===== src/rtl/print.sv =====
// Debug print engine: turns a 32-bit value into a raw byte or an uppercase hex string on a valid/ready byte stream.
// Optional macro PRINT_CRLF_EN appends CR LF after every hex string.
//
// state | meaning
// IDLE  | waiting for a rising edge on req_tx
// SEND  | presenting d_tx with vld_tx until the transmitter takes it
// DONE  | one-cycle ack_tx pulse, then back to IDLE
module print #(
    parameter int HEX_DIGITS = 8
) (
    input  logic        clk,
    input  logic        rst,
    input  logic [31:0] dout_tx,
    input  logic        type_tx,
    input  logic        req_tx,
    output logic        ack_tx,
    output logic [7:0]  d_tx,
    output logic        vld_tx,
    input  logic        rdy_tx
);

    localparam int TOP = 4 * HEX_DIGITS - 1;
`ifdef PRINT_CRLF_EN
    localparam logic [3:0] HEX_CNT = 4'(HEX_DIGITS + 2);
`else
    localparam logic [3:0] HEX_CNT = 4'(HEX_DIGITS);
`endif

    typedef enum logic [1:0] {
        IDLE = 2'd0,
        SEND = 2'd1,
        DONE = 2'd2
    } state_t;

    state_t      state_q, state_d;
    logic        req_prev_q;
    logic [31:0] data_q, data_d;
    logic [3:0]  cnt_q, cnt_d;
    logic [7:0]  d_q, d_d;
    logic        start;

    function automatic logic [7:0] hex_ascii(input logic [3:0] n);
        return {4'h0, n} + ((n < 4'd10) ? 8'h30 : 8'h37);
    endfunction

    always_ff @(posedge clk or negedge rst) begin
        if (!rst) begin
            state_q    <= IDLE;
            req_prev_q <= 1'b0;
            data_q     <= '0;
            cnt_q      <= '0;
            d_q        <= '0;
        end else begin
            state_q    <= state_d;
            req_prev_q <= req_tx;
            data_q     <= data_d;
            cnt_q      <= cnt_d;
            d_q        <= d_d;
        end
    end

    assign start = req_tx & ~req_prev_q;

    // cnt_q holds the characters still to transfer, including the one on d_tx.
    always_comb begin
        state_d = state_q;
        data_d  = data_q;
        cnt_d   = cnt_q;
        d_d     = d_q;
        case (state_q)
            IDLE: begin
                if (start) begin
                    state_d = SEND;
                    if (type_tx) begin
                        d_d    = hex_ascii(dout_tx[TOP -: 4]);
                        data_d = dout_tx << 4;
                        cnt_d  = HEX_CNT;
                    end else begin
                        d_d    = dout_tx[7:0];
                        data_d = dout_tx;
                        cnt_d  = 4'd1;
                    end
                end
            end
            SEND: begin
                if (rdy_tx) begin
                    if (cnt_q == 4'd1) begin
                        state_d = DONE;
                    end else begin
                        cnt_d  = cnt_q - 4'd1;
                        data_d = data_q << 4;
`ifdef PRINT_CRLF_EN
                        if (cnt_q == 4'd3) begin
                            d_d = 8'h0D;
                        end else if (cnt_q == 4'd2) begin
                            d_d = 8'h0A;
                        end else begin
                            d_d = hex_ascii(data_q[TOP -: 4]);
                        end
`else
                        d_d = hex_ascii(data_q[TOP -: 4]);
`endif
                    end
                end
            end
            DONE: begin
                state_d = IDLE;
            end
            default: begin
                state_d = IDLE;
            end
        endcase
    end

    assign vld_tx = (state_q == SEND);
    assign ack_tx = (state_q == DONE);
    assign d_tx   = d_q;

endmodule


===== config.mk =====
export PLATFORM = sky130hd
export DESIGN_NAME = print
export DESIGN_NICKNAME = d
export VERILOG_FILES = /design/src/rtl/print.sv
export SDC_FILE = /design/constraint.sdc
export NUM_CORES = 1
export LEC_CHECK = 0
export CAP_MARGIN = 20
export CELL_PAD_IN_SITES_DETAIL_PLACEMENT = 0
export CELL_PAD_IN_SITES_GLOBAL_PLACEMENT = 1
export CORE_MARGIN = 2
export CORE_UTILIZATION = 36
export DETAILED_ROUTE_END_ITERATION = 8
export PLACE_DENSITY = 0.73
export SETUP_SLACK_MARGIN = 0.15
export SLEW_MARGIN = 20
export SYNTH_ARGS = -nofsm -noshare
export SYNTH_HDL_FRONTEND = slang
export SYNTH_SLANG_ARGS = --single-unit

===== constraint.sdc =====
create_clock -name clk -period 1.6 [get_ports clk]
set_input_delay 0.32 -clock clk [delete_from_list [all_inputs] [get_ports clk]]
set_output_delay 0.32 -clock clk [all_outputs]
set_load 0.02 [all_outputs]

* Yosys cells after proc, flatten, opt, wreduce, memory -nomap -nowiden *
Index checks and enable logic that the tools add are counted.

operators by class
  $add $sub $neg = 3
  magnitude comparators = 2
  equality and inequality tests = 7
  mux-type cells = 21
  bitwise operators = 2
  reductions and logical operators = 4

operators with widths
  kind                 number
  $mux 32              4
  $pmux 32 s2          1
  $mux 8               4
  $mux 4               4
  $pmux 8 s2           1
  $add 4x6->7          2
  $lt 4x4->1 const B   2
  $pmux 4 s2           1
  $mux 2               3
  $mux 3               2
  $eq 4x1->1 const B   1
  $ne 2x1->1 const B   2
  $ne 2x2->1 const B   2
  $pmux 2 s2           1
  $reduce_and 4->1     1
  $sub 4x1->4 const B  1
  $reduce_and 3->1     1
  $eq 2x1->1 const B   1
  $eq 2x2->1 const B   1
  $logic_not 2->1      1
  $reduce_bool 2->1    1
  $and 1x1->1          1
  $not 1->1            1

storage, ports and cells
  flip-flop bits (word level) = 47
  input port bits = 37

* Logic depth before layout (Yosys ltp) *
  depth in word-level cells = 6
  gate-level depth with buffers = 8

* Least setup slack after synthesis *
OpenSTA, ideal clock, no wires.

  kind = flip-flop to flip-flop
  start point = register data_q[29]
  end point = register d_q[6], in the netlist d_tx[6]
  library setup time = 121 ps
  data arrival time = 1658 ps
  required time = 1479 ps
  setup slack = -179 ps
  stages on the path, launching flop included = 9
  cells stage by stage = dfrtp_1 > clkbuf_1 > o21a_1 > ha_1 > ha_1 > o21a_1 > o21ai_0 > a22oi_1 > a22o_1

on the way
  cells in the longest elaborated chain, start to end = 6

RTL lines
  what                      RTL line  source
  start: declaration        37        logic [31:0] data_q, data_d;
  start signal: assignment  56        data_q <= data_d;
  $lt 4x4->1                43        return {4'h0, n} + ((n < 4'd10) ? 8'h30 : 8'h37);
  $mux 3                    43
  $add 4x6->7 (*)           43
  $mux 8 (*)                87        if (cnt_q == 4'd1) begin
  $mux 8 (*)                86        if (rdy_tx) begin
  $pmux 8 s2 (*)            70        case (state_q)
  end signal: assignment    52        d_q <= '0;
  end signal: assignment    58        d_q <= d_d;
  end: declaration          39        logic [7:0] d_q, d_d;

Mark *: on every way between the ends. The rest lies on a longest branch, timed or not. The select of a mux whose other input is x is not followed.
A chain may end at the register's enable or synchronous reset.

* Worst setup path after layout *
  start point = register cnt_q[1]
  end point = register cnt_q[0]

on the way
  cells in the longest elaborated chain, start to end = 3

RTL lines
  what                        RTL line  source
  start: declaration          38        logic [3:0] cnt_q, cnt_d;
  start signal: assignment    57        cnt_q <= cnt_d;
  $eq 4x1->1                  87
  $ne 2x2->1 (no line)        --
  $reduce_and 4->1 (no line)  --

Every way passes these cells.

==> run_results.csv <==
group,metric,value,unit
die,start_util,0.375,
timing,rsz0062_at_grt,"yes",
cells_and_area,final_net_count,435,
synthesis,yosysUniqueCellTypes,38,
clock_tree,clk_latency,0.29,ns
critical_path,critical_path.endpoint_type,"register",
power_and_ir_drop,peakVddDrop,0.659,mV
power_and_ir_drop,total_power,0.00667,W
timing,fin_crit,1.78,ns
route,wl,7430,um
timing,whs,-0.00158,ns
outcome,status,"finished, violations left",
route,wire_per_inst,15.2,um
grt,grt_first_pass_wirelength,12100,um
critical_path,crit_buf_inv,2,
timing,setup_tns,-5.16,ns
die,dieArea,8350,um2
cells_and_area,final_cell_mix,"dfrtp_1 (46), nor2_1 (38), a21oi_1 (34)",
cells_and_area,syn2layout_area_growth,45.1,%
clock_tree,cts_buffers,5,
grt,antenna_found_initial,0,
critical_path,cp-start-kind,"register",
route,drc,0,
critical_path,path_class,"register to register",
timing,fin_crit_sh,1.11,
placed_design,gp_congestion,0.789,
placed_design,portBuffers,46,
cells_and_area,final_common_cell,"dfrtp_1",
timing,drv_slew,0,
route,dr.pass1.iters,4,
grt,grt_max_degree,48,
power_and_ir_drop,power.density,1670,nW/um2
route,ant_nets,0,
cells_and_area,final_core_util,0.544,
worst_hold_path,hold_path.class,"primary input to async pin",
clock_tree,htree_levels,2,
synthesis,synth_area_per_cell,8.79,um2
critical_path,crit_path_max_incr_delay,0.40,ns
grt,grt-ovfl-total,0,
critical_path,crit_fanout,8,
clock_tree,cts_buffer_depth,2,
cells_and_area,diodes,0,
timing,hold_viol,1,
critical_path,cp_data_arrival_time,1.97,ns
die,ios,47,
critical_path,worstPathRequired,1.79,ns
timing,skew,0.00439,ns
timing,max_freq,561,MHz
route,vias_per_cell,5.11,
outcome,violations,"negative hold slack, negative setup slack",
route,vias,2496,
critical_path,slowest_stage,"dfrtp_1",
timing,setup_viol,44,
clock_tree,holdBufCountCts,0,
run,maxCapViolCount,0,
timing,worst_pin_slew,0.372,ns
clock_tree,clock-sinks,47,
clock_tree,path_clk_slew,0.08,ns
critical_path,crit_chain,"inv_2, ha_4, or3b_4, a31oi_4, buf_12, mux2i_4, a21oi_2",
placed_design,hpwl,5320,um
die,die_x,91.4,um
die,die_y,91.4,um
timing,slew_headroom,0.750,
route,drt-initial-drc-count,109,
clock_tree,cts_tree,"done",
die,num_rows,31,
power_and_ir_drop,p_leak,1.77,nW
clock_tree,root_buffer,"clkbuf_8",
cells_and_area,drive_gt1_frac,0.254,
grt,grt_pass1_vias,2441,
synthesis,synth-seq-area-share,0.428,
die,coreArea,7330,um2
synthesis,synthesis.nets,358,
synthesis,synthCells,313,
synthesis,synth_seq_cells,47,
synthesis,synth_warnings,0,
synthesis,syn_area,2750,um2
grt,grt_use_total,0.182,
critical_path,cp_top_family,"flip-flops",
timing,postLayoutSetupSlackWorst,-0.184,ns
per-layer routing:
metal,up-vias,global-route usage,share of wire
li1,1250,-,-
met4,0,0.0581,0.022
met2,43,0.286,0.47
met3,13,0.0282,0.025
met1,1190,0.256,0.48
met5,-,0,0
cells in the mapped netlist (all sizes together):
cell     instances  area share
nor3b            1      0.0027
nand3b           1      0.0027
clkbuf           9       0.012
a221oi           1      0.0032
nand2b           2      0.0045
nor4b            1      0.0055
or3b             1      0.0041
nand4            1      0.0023
o211ai           2      0.0055
a22oi            1      0.0027
a32oi            1      0.0032
xor2             1      0.0032
and2             1      0.0023
a21oi           38       0.069
ha               8       0.036
a2bb2oi          2      0.0064
o22a             2      0.0064
xnor2            2      0.0064
nand3            5      0.0091
or4b             1      0.0036
a22o             1      0.0032
mux2i           33        0.12
inv              5      0.0068
o21a             4       0.011
a21boi           1      0.0027
a31oi            2       0.010
o21ai           38       0.069
nor2b            1      0.0023
a211oi           1      0.0027
nor3             3      0.0055
nor2            38       0.052
nand2           43       0.059
a311oi           2      0.0064
buf             13       0.030
dfrtp           47        0.43
flip-flops by register name, indices dropped and copies added, names as in the netlist:
name / count
cnt_q: 4
d_tx: 8
data_q: 32
req_prev_q: 1
state_q: 2
logic make-up (layout without fill, tap and decap cells):
kind of cell,after synthesis,in the layout,synth area share
AOI/OAI and AO/OA,96,96,0.202
xor gates and xnor gates,3,3,0.00956
adders and majority gates,8,8,0.0364
buffers and inverters,27,103,0.0496
DFF,47,47,0.428
muxes,33,33,0.120
and+or+nand+nor,99,99,0.155
path summary, 6_finish.rpt:
path | startpoint | end | slack [ns] | cells after the start
hold / removal | rst | data_q[12] | -0.002 | 2
min in group clk | data_q[20] | data_q[20] | 0.49 | 2
hold reg to reg | data_q[20] | data_q[20] | 0.49 | 2
setup reg to reg | cnt_q[1] | cnt_q[0] | -0.18 | 7
max in group asynchronous | rst | state_q[0] | 1.36 | 2
setup / recovery | cnt_q[1] | cnt_q[0] | -0.18 | 7
worst register-to-register path: stages (launching register included):
cell and delay [ns]:
dfrtp_1 0.40, inv_2 0.08, ha_4 0.12, or3b_4 0.39, a31oi_4 0.23, buf_12 0.19
mux2i_4 0.24, a21oi_2 0.04
report_power, final:
part / switching [W] / internal [W] / total [W]
combinational: 0.00205 / 0.00193 / 0.00398
clock: 0.000384 / 0.000293 / 0.000677
sequential: 0.000332 / 0.00168 / 0.00201
total: 0.00277 / 0.00390 / 0.00667
stage by stage:
step	setup slack, ns	cells	cell area [um2]	hold WS (ns)
floorplan	-0.0628	313	2800	0.0244
global placement	-0.487	473	3600	0.329
detailed placement	-0.559	473	3600	0.328
CTS	-0.186	486	3840	0.00537
global route	-0.233	488	3990	0.0165
finish	-0.184	488	3990	-0.00158
final cells by class:
class / instances / area, um2
clock buffer: 6 / 72.6
fill: 675 / 3340
inverter: 5 / 21.3
multi-input combinational: 239 / 1640
sequential: 47 / 1180
tap: 99 / 124
timing repair buffer: 92 / 951
what timing repair did:
| item | 4_1_cts | 5_1_grt |
|---|---|---|
| cloned | 2 | 0 |
| resized for setup | 79 | 31 |
| pin swaps | 14 | 12 |
| setup buffers | 5 | 2 |
| setup endpoints to repair | 54 | 46 |
No activity file was read; power rests on OpenSTA's default activity.
